===== config.mk =====
export PLATFORM = sky130hd
export DESIGN_NAME = if_fetch_queue_flat
export DESIGN_NICKNAME = d
export VERILOG_FILES = /design/src/rtl/if_fetch_queue_pkg.sv /design/src/rtl/if_fetch_queue_if.sv /design/src/rtl/if_fetch_queue_predecode.sv /design/src/rtl/if_fetch_queue.sv /design/src/flat_wrapper.sv
export SDC_FILE = /design/constraint.sdc
export NUM_CORES = 1
export LEC_CHECK = 0
export BUFFER_PORTS_ARGS = -buffer_cell sky130_fd_sc_hd__clkbuf_2
export CORE_UTILIZATION = 25
export CTS_CLUSTER_SIZE = 14
export DETAILED_ROUTE_END_ITERATION = 16
export GPL_TIMING_DRIVEN = 1
export PLACE_DENSITY = 0.53
export SLEW_MARGIN = 0
export SYNTH_ARGS = -nofsm -noshare
export SYNTH_HDL_FRONTEND = slang
export SYNTH_SLANG_ARGS = --single-unit

===== constraint.sdc =====
create_clock -name clk -period 2.2 [get_ports clk]
set_input_delay 0.11 -clock clk [delete_from_list [all_inputs] [get_ports clk]]
set_output_delay 0.11 -clock clk [all_outputs]
set_load 0.02 [all_outputs]

===== src/rtl/if_fetch_queue_pkg.sv =====
// if_fetch_queue_pkg: shared constants for the fetch queue.
// Contents: data/PC width, the pre-decoded opcodes, the queue FSM state
// encoding, and a helper that classifies conditional branches.
// Optional feature macro: IF_BTFN_PREDICT_EN (used by fq_predecode).
package if_fetch_queue_pkg;

  localparam int WORD = 32;

  localparam logic [5:0] OP_JIRL = 6'h13;
  localparam logic [5:0] OP_B    = 6'h14;
  localparam logic [5:0] OP_BL   = 6'h15;
  localparam logic [5:0] OP_BEQ  = 6'h16;
  localparam logic [5:0] OP_BNE  = 6'h17;
  localparam logic [5:0] OP_BLT  = 6'h18;
  localparam logic [5:0] OP_BGE  = 6'h19;
  localparam logic [5:0] OP_BLTU = 6'h1a;
  localparam logic [5:0] OP_BGEU = 6'h1b;

  typedef enum logic {
    FQ_NORMAL = 1'b0,
    FQ_SQUASH = 1'b1
  } fq_state_e;

  function automatic logic is_cond_branch(input logic [5:0] op);
    return (op == OP_BEQ) || (op == OP_BNE) || (op == OP_BLT) ||
           (op == OP_BGE) || (op == OP_BLTU) || (op == OP_BGEU);
  endfunction

endpackage


===== src/rtl/if_fetch_queue_if.sv =====
// if_fetch_queue_if: handshake and data bundle around the fetch queue.
// Signals:
//   icache_valid/ready/pc/inst  ICache response into the queue
//   id_valid/ready/pc/inst      head entry towards ID
//   id_pre_taken/pre_target     static prediction attached to the head entry
//   redirect_valid/pc           one-cycle redirect to the PC generator
// Modports: slave = the queue itself, master = the surrounding pipeline.
interface if_fetch_queue_if #(
  parameter int WORD = if_fetch_queue_pkg::WORD
);
  logic            icache_valid;
  logic            icache_ready;
  logic [WORD-1:0] icache_pc;
  logic [WORD-1:0] icache_inst;
  logic            id_valid;
  logic            id_ready;
  logic [WORD-1:0] id_pc;
  logic [WORD-1:0] id_inst;
  logic            id_pre_taken;
  logic [WORD-1:0] id_pre_target;
  logic            redirect_valid;
  logic [WORD-1:0] redirect_pc;

  modport slave (
    input  icache_valid, icache_pc, icache_inst, id_ready,
    output icache_ready, id_valid, id_pc, id_inst, id_pre_taken,
           id_pre_target, redirect_valid, redirect_pc
  );

  modport master (
    output icache_valid, icache_pc, icache_inst, id_ready,
    input  icache_ready, id_valid, id_pc, id_inst, id_pre_taken,
           id_pre_target, redirect_valid, redirect_pc
  );
endinterface


===== src/rtl/if_fetch_queue_predecode.sv =====
// fq_predecode: static branch prediction on a single fetched word.
// Ports:
//   inst, pc  fetched instruction and its PC
//   pred_en   global prediction enable (0 forces not taken)
//   taken     word is predicted taken
//   target    predicted target, PC+4 when not taken
// B/BL are always taken. With IF_BTFN_PREDICT_EN defined, backward
// conditional branches are also taken (backward-taken/forward-not-taken);
// otherwise conditional branches are never taken and their adder is absent.
module fq_predecode #(
  parameter int WORD = if_fetch_queue_pkg::WORD
) (
  input  logic [WORD-1:0] inst,
  input  logic [WORD-1:0] pc,
  input  logic            pred_en,
  output logic            taken,
  output logic [WORD-1:0] target
);
  import if_fetch_queue_pkg::*;

  logic [5:0]      op;
  logic [25:0]     offs26;
  logic [WORD-1:0] seq_pc;
  logic [WORD-1:0] tgt_b;

  assign op     = inst[31:26];
  // B/BL scatter their 26-bit offset: low 16 bits in [25:10], high 10 in [9:0].
  assign offs26 = {inst[9:0], inst[25:10]};
  assign seq_pc = pc + WORD'(4);
  assign tgt_b  = pc + {{(WORD-28){offs26[25]}}, offs26, 2'b00};

`ifdef IF_BTFN_PREDICT_EN
  logic [WORD-1:0] tgt_c;
  assign tgt_c = pc + {{(WORD-18){inst[25]}}, inst[25:10], 2'b00};
`endif

  always_comb begin
    taken  = 1'b0;
    target = seq_pc;
    if (pred_en) begin
      case (op)
        OP_B, OP_BL: begin
          taken  = 1'b1;
          target = tgt_b;
        end
        OP_JIRL: begin
          // register-indirect target is unknown at fetch
          taken  = 1'b0;
        end
        default: begin
`ifdef IF_BTFN_PREDICT_EN
          if (is_cond_branch(op) && inst[25]) begin
            taken  = 1'b1;
            target = tgt_c;
          end
`endif
        end
      endcase
    end
  end

endmodule


===== src/rtl/if_fetch_queue.sv =====
// if_fetch_queue: instruction fetch queue with static pre-decode prediction.
// Ports:
//   clk, rstn  clock, asynchronous active-low reset
//   flush      backend flush, clears queue/FSM/pending redirect next cycle
//   pred_en    global prediction enable
//   bus        if_fetch_queue_if.slave (ICache in, ID out, redirect out)
// Words are pre-decoded as they are accepted; a predicted-taken word raises a
// registered redirect and squashes following wrong-path words.
// Optional feature macro: IF_BTFN_PREDICT_EN (see fq_predecode).
//
// state     | meaning
// ----------+-------------------------------------------------------------
// FQ_NORMAL | every accepted word is enqueued
// FQ_SQUASH | accepted words are dropped until pc == target_r arrives
module if_fetch_queue #(
  parameter int WORD  = if_fetch_queue_pkg::WORD,
  parameter int DEPTH = 4,
  parameter int PTR_W = $clog2(DEPTH)
) (
  input  logic               clk,
  input  logic               rstn,
  input  logic               flush,
  input  logic               pred_en,
  if_fetch_queue_if.slave    bus
);
  import if_fetch_queue_pkg::*;

  logic [WORD-1:0] pc_mem    [DEPTH];
  logic [WORD-1:0] inst_mem  [DEPTH];
  logic [WORD-1:0] tgt_mem   [DEPTH];
  logic            taken_mem [DEPTH];

  logic [PTR_W-1:0] wr_ptr;
  logic [PTR_W-1:0] rd_ptr;
  logic [PTR_W:0]   count;

  fq_state_e       state, state_nx;
  logic [WORD-1:0] target_r, target_nx;
  logic            redirect_valid_r, redirect_valid_nx;
  logic [WORD-1:0] redirect_pc_r, redirect_pc_nx;

  logic            ready;
  logic            head_valid;
  logic            accept;
  logic            deq;
  logic            on_path;
  logic            enq;
  logic            pd_taken;
  logic [WORD-1:0] pd_target;

  fq_predecode #(.WORD(WORD)) u_predecode (
    .inst    (bus.icache_inst),
    .pc      (bus.icache_pc),
    .pred_en (pred_en),
    .taken   (pd_taken),
    .target  (pd_target)
  );

  // Readiness depends only on occupancy, so ID never reaches the ICache.
  assign ready      = (count != (PTR_W+1)'(DEPTH));
  assign head_valid = (count != '0);
  assign accept     = bus.icache_valid & ready;
  assign deq        = head_valid & bus.id_ready;
  assign on_path    = (state == FQ_NORMAL) || (bus.icache_pc == target_r);
  assign enq        = accept & on_path & ~flush;

  always_ff @(posedge clk or negedge rstn) begin
    if (!rstn) begin
      wr_ptr <= '0;
      rd_ptr <= '0;
      count  <= '0;
      for (int i = 0; i < DEPTH; i++) begin
        pc_mem[i]    <= '0;
        inst_mem[i]  <= '0;
        tgt_mem[i]   <= '0;
        taken_mem[i] <= 1'b0;
      end
    end else if (flush) begin
      wr_ptr <= '0;
      rd_ptr <= '0;
      count  <= '0;
    end else begin
      if (enq) begin
        pc_mem[wr_ptr]    <= bus.icache_pc;
        inst_mem[wr_ptr]  <= bus.icache_inst;
        tgt_mem[wr_ptr]   <= pd_target;
        taken_mem[wr_ptr] <= pd_taken;
        wr_ptr            <= wr_ptr + PTR_W'(1);
      end
      if (deq) begin
        rd_ptr <= rd_ptr + PTR_W'(1);
      end
      case ({enq, deq})
        2'b10:   count <= count + (PTR_W+1)'(1);
        2'b01:   count <= count - (PTR_W+1)'(1);
        default: count <= count;
      endcase
    end
  end

  always_ff @(posedge clk or negedge rstn) begin
    if (!rstn) begin
      state            <= FQ_NORMAL;
      target_r         <= '0;
      redirect_valid_r <= 1'b0;
      redirect_pc_r    <= '0;
    end else begin
      state            <= state_nx;
      target_r         <= target_nx;
      redirect_valid_r <= redirect_valid_nx;
      redirect_pc_r    <= redirect_pc_nx;
    end
  end

  always_comb begin
    state_nx          = state;
    target_nx         = target_r;
    redirect_valid_nx = 1'b0;
    redirect_pc_nx    = redirect_pc_r;
    if (flush) begin
      state_nx = FQ_NORMAL;
    end else if (enq) begin
      // The word ending a squash is itself predicted and may start a new one.
      if (pd_taken) begin
        state_nx          = FQ_SQUASH;
        target_nx         = pd_target;
        redirect_valid_nx = 1'b1;
        redirect_pc_nx    = pd_target;
      end else begin
        state_nx = FQ_NORMAL;
      end
    end
  end

  assign bus.icache_ready   = ready;
  assign bus.id_valid       = head_valid;
  assign bus.id_pc          = pc_mem[rd_ptr];
  assign bus.id_inst        = inst_mem[rd_ptr];
  assign bus.id_pre_taken   = taken_mem[rd_ptr];
  assign bus.id_pre_target  = tgt_mem[rd_ptr];
  assign bus.redirect_valid = redirect_valid_r;
  assign bus.redirect_pc    = redirect_pc_r;

endmodule


===== src/flat_wrapper.sv =====
// flat-port wrapper written by rule: the top's interface ports become plain ports
module if_fetch_queue_flat import if_fetch_queue_pkg::*;
#(
  parameter int WORD  = if_fetch_queue_pkg::WORD,
  parameter int DEPTH = 4,
  parameter int PTR_W = $clog2(DEPTH)
)
  (clk, rstn, flush, pred_en, bus_icache_valid, bus_icache_pc, bus_icache_inst, bus_id_ready, bus_icache_ready, bus_id_valid, bus_id_pc, bus_id_inst, bus_id_pre_taken, bus_id_pre_target, bus_redirect_valid, bus_redirect_pc);
  if_fetch_queue_if #(.WORD(WORD)) bus_i ();
  input  logic clk;
  input  logic rstn;
  input  logic flush;
  input  logic pred_en;
  input wire logic [$bits(bus_i.icache_valid)-1:0] bus_icache_valid;
  input wire logic [$bits(bus_i.icache_pc)-1:0] bus_icache_pc;
  input wire logic [$bits(bus_i.icache_inst)-1:0] bus_icache_inst;
  input wire logic [$bits(bus_i.id_ready)-1:0] bus_id_ready;
  output wire logic [$bits(bus_i.icache_ready)-1:0] bus_icache_ready;
  output wire logic [$bits(bus_i.id_valid)-1:0] bus_id_valid;
  output wire logic [$bits(bus_i.id_pc)-1:0] bus_id_pc;
  output wire logic [$bits(bus_i.id_inst)-1:0] bus_id_inst;
  output wire logic [$bits(bus_i.id_pre_taken)-1:0] bus_id_pre_taken;
  output wire logic [$bits(bus_i.id_pre_target)-1:0] bus_id_pre_target;
  output wire logic [$bits(bus_i.redirect_valid)-1:0] bus_redirect_valid;
  output wire logic [$bits(bus_i.redirect_pc)-1:0] bus_redirect_pc;
  assign bus_i.icache_valid = bus_icache_valid;
  assign bus_i.icache_pc = bus_icache_pc;
  assign bus_i.icache_inst = bus_icache_inst;
  assign bus_i.id_ready = bus_id_ready;
  assign bus_icache_ready = bus_i.icache_ready;
  assign bus_id_valid = bus_i.id_valid;
  assign bus_id_pc = bus_i.id_pc;
  assign bus_id_inst = bus_i.id_inst;
  assign bus_id_pre_taken = bus_i.id_pre_taken;
  assign bus_id_pre_target = bus_i.id_pre_target;
  assign bus_redirect_valid = bus_i.redirect_valid;
  assign bus_redirect_pc = bus_i.redirect_pc;
  if_fetch_queue #(.WORD(WORD), .DEPTH(DEPTH), .PTR_W(PTR_W)) u_core (.clk(clk), .rstn(rstn), .flush(flush), .pred_en(pred_en), .bus(bus_i));
endmodule

==> results.tsv, run 1 <==
metric	value	unit
Ports	202	
crit end category	register	
Initial Util	25.3	%
Worst Path Required	2.69	ns
Area growth, synth to finish	62.1	%
Max Cap Viol	0	
pin count of the biggest net entering global routing	62	
DP Wirelength	54.3	mm
Longest Clk Path Bufs	3	
Synth async-reset ratio	100	%
met2 wire length	43.7	mm
Leak	16.2	nW
final setup margin	-0.449	ns
GRT Overall Usage	18.8	%
dpl cell area	26100	um^2
Core Footprint	83700	um^2
Die X	293	um
setup repair after global routing missed its margin	yes	
met3 WL	6.93	mm
slowest stage delay, CP	0.44	ns
vias	19210	
Worst Tran Pin Value	0.695	ns
HP Class	primary input to register	
number of synthesized flops with an enable pin	0	
DRC violations left	0	
# rows	106	
Synth Area per Inst	9.92	um^2
Crit Path Max Fanout	8	
setup violators final	511	
final hold viol count	4	
top_reg_cell synth	dfrtp_1	
H-Tree Depth	2	
CTS buffer count	49	
Die ar.	85900	um^2
post-synthesis cell area	21200	um^2
post-synthesis sequential area ratio	49.7	%
first-pass GRT wire length	120	mm
fill count	7817	
status	complete, but fails checks	
antenna violations before repair	5	
cts hold-fix bufs	59	
total gr overflow	0	
Slew Limit Fails	0	
crit-path cells	xor2_4 -> nor4_2 -> nand4_1 -> o21ai_1 -> buf_4 -> buf_8 -> buf_6 -> buf_6 -> nand3_4 -> clkbuf_16 -> clkbuf_16 -> nand2_1 -> nand2_1	
clk_skew	0.0373	ns
Syn Nets	2241	
# clock sinks	421	
Crit Path Category	register to register	
share of layout cells above drive strength 1	52.2	%
max layer used	met5	
fin nets	2870	
Yosys reg bits	421	
WL/cell	23.6	um
post-route ant nets	0	
WHS	-0.0793	ns
via-per-instance ratio	4.88	
failing checks	negative hold slack, negative setup slack	
Final min period	2.65	ns
GP Congestion	0.831	
Initial DRC Count	1706	
max_slew headroom	53.2	%
Skew-Pair Late Insertion Delay	0.62	ns
wl on met1	39.4	mm
post-synth cell types	72	
vias in the first global route	18090	
Die Span Y	293	um
fmax	0.377	GHz
Post-Syn Instances	2135	
root buffer selected by CTS	clkbuf_16	
Port Buf Inserts	201	
clock-pin slew on the worst setup and hold paths	0.06	ns
startpoint types	register	
drt first pass iters	5	
dpl ws	-0.506	ns
Slowest-stage cell, CP	dfrtp_2	
Synth Warn #	0	
post-route cell area	34300	um^2
Max VDD drop	0.637	mV
PwrDens	1220	nW/um^2
DRT Wirelength	92.9	mm
period utilisation layout	120	%
critical path arrival	3.14	ns
CTS tree	built	
-- cell families after synthesis --
logic type | after synthesis | synth area share (%)
simple gates | 1025 | 19.6
flops | 421 | 49.7
compound gates | 197 | 5.73
mux | 192 | 15.2
buf+inv | 175 | 3.78
xor+xnor | 89 | 3.68
fa+ha+maj | 36 | 2.20
-- stage by stage --
step	utilization, %	power (mW)	setup TNS [ns]	hold slack [ns]	instances
2_1_floorplan	-	21.2	-0.975	-0.186	2135
3_3_place_gp	31.2	26.6	-161.21	0.153	3636
3_5_place_dp	31.2	26.9	-153.44	0.149	3636
4_1_cts	36.0	36.8	-99.65	-0.109	3856
5_1_grt	41.0	43.9	-193.27	-0.0708	3936
6_report	41.0	41.9	-152.96	-0.0793	3937
-- report_power, final --
part | total, mW | internal, mW | switching (mW)
Clock | 8.37 | 4.88 | 3.49
Sequential | 13.7 | 11.1 | 2.58
Combinational | 19.8 | 10.5 | 9.32
-- cells in the mapped netlist, drive strengths merged, types with 2 or more instances --
| cell | instances | area, um^2 |
|---|---|---|
| mux2i | 5 | 50.1 |
| a31oi | 10 | 62.6 |
| nor4 | 12 | 81.3 |
| and3 | 13 | 86.3 |
| nand4 | 11 | 68.8 |
| ha | 34 | 425 |
| or2 | 2 | 12.5 |
| nor3 | 18 | 90.1 |
| or4 | 2 | 18.8 |
| or3 | 16 | 105 |
| nor2b | 7 | 43.8 |
| o221ai | 2 | 17.5 |
| o21bai | 7 | 56.3 |
| nor2 | 28 | 105 |
| nand3 | 32 | 178 |
| a211oi | 3 | 22.5 |
| a21o | 9 | 67.6 |
| nand2b | 4 | 25.0 |
| o21a | 2 | 15.0 |
| clkbuf | 76 | 287 |
| a21oi | 44 | 243 |
| mux4 | 95 | 2140 |
| inv | 18 | 67.6 |
| xnor2 | 31 | 272 |
| and4 | 5 | 43.8 |
| buf | 81 | 445 |
| xor2 | 58 | 508 |
| o31a | 2 | 26.3 |
| o21ai | 92 | 464 |
| and2 | 3 | 18.8 |
| mux2 | 92 | 1040 |
| o311ai | 4 | 35.0 |
| fa | 2 | 40.0 |
| dfrtp | 421 | 10500 |
| a22oi | 4 | 30.0 |
| o211ai | 4 | 35.0 |
| nand2 | 871 | 3270 |
-- placed cells by master, fill, tap and decap left out, types with 11 or more instances in the layout --
| master | count |
|---|---|
| nand2_2 | 260 |
| buf_12 | 60 |
| buf_16 | 33 |
| nand4_1 | 11 |
| dlygate4sd3_1 | 59 |
| buf_6 | 136 |
| or3_1 | 13 |
| o21ai_0 | 29 |
| o21ai_2 | 29 |
| buf_4 | 271 |
| clkbuf_16 | 91 |
| a21oi_1 | 37 |
| nand2_1 | 469 |
| clkbuf_8 | 12 |
| inv_1 | 18 |
| buf_8 | 25 |
| mux2_4 | 89 |
| dfrtp_1 | 395 |
| o21ai_1 | 34 |
| mux4_2 | 95 |
| clkbuf_1 | 13 |
| xnor2_1 | 29 |
| clkbuf_2 | 106 |
| nand2_4 | 141 |
| xor2_1 | 55 |
| nand3_1 | 24 |
| dfrtp_2 | 24 |
| nor2_1 | 26 |
| ha_1 | 29 |
-- final cells by class --
class / count / area (um^2) / area share [%]
diodes: 1 / 2.50 / 0.00729
clock buffers: 74 / 1440 / 4.19
clock inverters: 15 / 185 / 0.539
inverters: 18 / 67.6 / 0.197
multi-input cells: 1541 / 12400 / 36.2
flip-flops and latches: 421 / 10600 / 30.8
well taps: 1134 / 1420 / 4.13
repair buffers: 733 / 8230 / 24.0
-- per-layer routing --
metal | track usage (%) | vias to the layer above
li1 | - | 8491
met1 | 25.1 | 9879
met2 | 30.1 | 688
met3 | 4.14 | 144
met4 | 6.00 | 8
met5 | 0 | -
-- critical path: cells and delay by family (launching register included) --
family / cells / cell delay (ns)
AOI/OAI and AO/OA: 1 / 0.16
buffers and inverters: 6 / 0.96
and+or+nand+nor: 5 / 0.79
xor gates and xnor gates: 1 / 0.18
DFF: 1 / 0.44
-- repair_timing --
| action | in CTS | in global routing |
|---|---|---|
| pin swaps | 94 | 453 |
| setup endpoints to repair | 513 | 514 |
| endpoints found under the hold margin | 479 | 4 |
| cloned | 27 | 59 |
| resized for setup | 189 | 998 |
| buffers inserted | 45 | 35 |
-- path summary, 6_finish.rpt --
path | startpoint | depth (start not counted) | end | slack [ns]
max in group asynchronous | rstn | 3 | u_core.pc_mem[89] | 1.28
max | u_core.target_r[9] | 13 | u_core.inst_mem[5] | -0.45
min reg2reg | u_core.pc_mem[50] | 2 | u_core.pc_mem[50] | 0.47
min in group asynchronous | rstn | 2 | u_core.target_r[3] | 0.10
min | bus_icache_pc[13] | 4 | u_core.pc_mem[45] | -0.08
max reg2reg | u_core.target_r[9] | 13 | u_core.inst_mem[5] | -0.45
-- flip-flops by register name (all words and copies together), names as in the netlist --
signal and flops:
u_core.inst_mem 128, u_core.pc_mem 126, u_core.tgt_mem 122, u_core.target_r 32
u_core.taken_mem 4, u_core.count 3, u_core.rd_ptr 2, u_core.wr_ptr 2
u_core.bus.redirect_valid 1, u_core.state 1
(Power assumes the default switching activity.)
==> run 2, diff against run 1 <==
--- a/config.mk
+++ b/config.mk
@@ -6,11 +6,13 @@
 export NUM_CORES = 1
 export LEC_CHECK = 0
 export BUFFER_PORTS_ARGS = -buffer_cell sky130_fd_sc_hd__clkbuf_2
+export CELL_PAD_IN_SITES_DETAIL_PLACEMENT = 1
+export CELL_PAD_IN_SITES_GLOBAL_PLACEMENT = 2
 export CORE_UTILIZATION = 25
 export CTS_CLUSTER_SIZE = 14
 export DETAILED_ROUTE_END_ITERATION = 16
 export GPL_TIMING_DRIVEN = 1
-export PLACE_DENSITY = 0.53
+export PLACE_DENSITY = 0.69
 export SLEW_MARGIN = 0
 export SYNTH_ARGS = -nofsm -noshare
 export SYNTH_HDL_FRONTEND = slang
==> run 2 against run 1 <==
The run ends with negative setup slack left. Combinational power shrank 28%. Sequential power shrank 6%. Die area is the same. Global-route usage grew 0.81 points. Register-to-register slack gained 0.04 ns. First-iteration DRC count shrank 35%. Power shrank 15%. Worst hold slack gained 0.15 ns. Via count shrank 5.5%. Cell count shrank 3.0%. Critical path depth shrank 4. Critical path type unchanged. Largest power group unchanged.
==> results.tsv, run 2 (synthesized netlist as in run 1, its figures left out) <==
metric	value	unit
Core Footprint	83700	um^2
Skew-Pair Late Insertion Delay	0.60	ns
Final min period	2.61	ns
Ports	202	
Die Span Y	293	um
internal power	22.3	mW
# clock sinks	421	
Leak	14.0	nW
Comb pwr share	39.9	%
total gr overflow	0	
Die X	293	um
CTS buffer count	51	
Worst Tran Pin Value	0.807	ns
most frequent cells in the layout	nand2_1 (868), dfrtp_1 (395), buf_4 (281), clkbuf_2 (200), mux4_2 (95)	
GRT Overall Usage	19.6	%
DRT Wirelength	85.7	mm
Longest Clk Path Bufs	3	
PwrDens	1230	nW/um^2
Initial DRC Count	1105	
DP Wirelength	60.1	mm
Max VDD drop	0.598	mV
share of layout cells above drive strength 1	33.0	%
clock-pin slew on the worst setup and hold paths	0.06	ns
antenna violations before repair	8	
max_slew headroom	45.8	%
Crit Path Max Fanout	10	
setup repair after global routing missed its margin	yes	
post-route ant nets	0	
DRC violations left	0	
WL/cell	22.4	um
dpl ws	-0.705	ns
via-per-instance ratio	4.75	
H-Tree Depth	2	
pin count of the biggest net entering global routing	61	
GP Congestion	0.870	
Slew Limit Fails	0	
top flop regs	u_core.inst_mem x128, u_core.pc_mem x126, u_core.tgt_mem x122	
final std cells w/o fill	3820	
Final Util	34.6	%
Die ar.	85900	um^2
drt first pass iters	5	
first-pass GRT wire length	126	mm
setup violators final	502	
vias in the first global route	19582	
final setup margin	-0.408	ns
switching fraction of total power	37.4	%
fmax	0.383	GHz
clk_skew	0.0171	ns
fin nets	2748	
Clk pwr share	23.8	%
NetSw	13.3	mW
period utilisation layout	119	%
critical path arrival	3.09	ns
failing checks	negative setup slack	
Final Total Pwr	35.7	mW
max reg flops	128	
dpl cells	3633	
Reg power frac	36.3	%
startpoint types	register	
vias	18145	
final hold viol count	0	
Area growth, synth to finish	36.6	%
Initial Util	25.3	%
Port Buf Inserts	201	
status	complete, but fails checks	
Worst Path Required	2.68	ns
Max Cap Viol	0	
# rows	106	
Crit Path Category	register to register	
root buffer selected by CTS	clkbuf_16	
CTS tree	built	
HP Class	primary input to register	
most common cell after layout, fill and taps aside	nand2_1	
crit end category	register	
register bank with the most flops	u_core.inst_mem	
==> run 2: cell count changes in the layout (fill, tap and decap cells not counted), moves of 37 or more <==
| cell | previous run | this run |
|---|---|---|
| nand2_1 | 469 | 868 |
| mux2_2 | 3 | 79 |
| o21ai_0 | 29 | 66 |
| clkbuf_2 | 106 | 200 |
| buf_6 | 136 | 8 |
| nand2_2 | 260 | 1 |
| mux2_4 | 89 | 13 |
| nand2_4 | 141 | 1 |
==> run 2: layout make-up <==
cell class | instances | area [um^2]
Fill cell | 9502 | 54800
Sequential cell | 421 | 10600
Multi-Input combinational cell | 1539 | 10100
Timing Repair Buffer | 611 | 5030
Clock buffer | 79 | 1500
Tap cell | 1134 | 1420
Clock inverter | 14 | 176
Inverter | 18 | 67.6
Antenna cell | 4 | 10.0
==> run 2: worst max-delay path: stages, from the launching register on <==
cell	delay, ns
dfrtp_2	0.40
xor2_1	0.14
nor4_1	0.39
nand4_1	0.21
o21ai_2	0.20
buf_6	0.13
buf_6	0.17
and3_4	0.28
clkbuf_16	0.21
mux2_2	0.35
==> run 2: final timing paths <==
check	cells past startpoint	slack, ns	endpoint	startpoint
min in group asynchronous	2	0.11	u_core.tgt_mem[39]	rstn
worst max-delay path	9	-0.41	u_core.tgt_mem[114]	u_core.target_r[15]
worst min register to register	2	0.47	u_core.inst_mem[53]	u_core.inst_mem[53]
max in group asynchronous	3	1.31	u_core.target_r[28]	rstn
worst max register to register	9	-0.41	u_core.tgt_mem[114]	u_core.target_r[15]
worst min-delay path	4	0.07	u_core.pc_mem[37]	bus_icache_pc[5]
==> run 2: per-stage QoR <==
stage               TNS, ns  hold WS, ns  area, um^2
floorplan            -0.975       -0.186       21400
global placement    -236.56        0.130       26000
detailed placement  -245.52        0.135       26000
CTS                 -144.80      -0.0737       28500
global route        -172.02       0.0418       28900
finish              -129.76       0.0677       28900
==> run 2: routing by layer <==
layer,GRT usage [%],wire (um)
met5,0,0
met4,7.36,3190
met3,2.84,4330
met2,32.9,41700
met1,25.5,36500
==> run 2: power by group through the flow <==
stage / Sequential (mW) / Combinational (mW) / Clock (mW)
global route: 13.3 / 15.5 / 8.97
detailed placement: 13.0 / 14.2 / 0
floorplan: 12.4 / 8.76 / 0
finish: 12.9 / 14.2 / 8.50
CTS: 12.9 / 14.4 / 8.72
global placement: 12.7 / 13.8 / 0
==> run 2: what timing repair did <==
action | 4_1_cts | 5_1_grt
setup buffers | 6 | 10
endpoints found under the setup margin | 513 | 513
endpoints found under the hold margin | 474 | 3
gates resized for setup | 20 | 18
cloned | 0 | 8
hold buffers | 64 | 2
pin swaps | 9 | 7
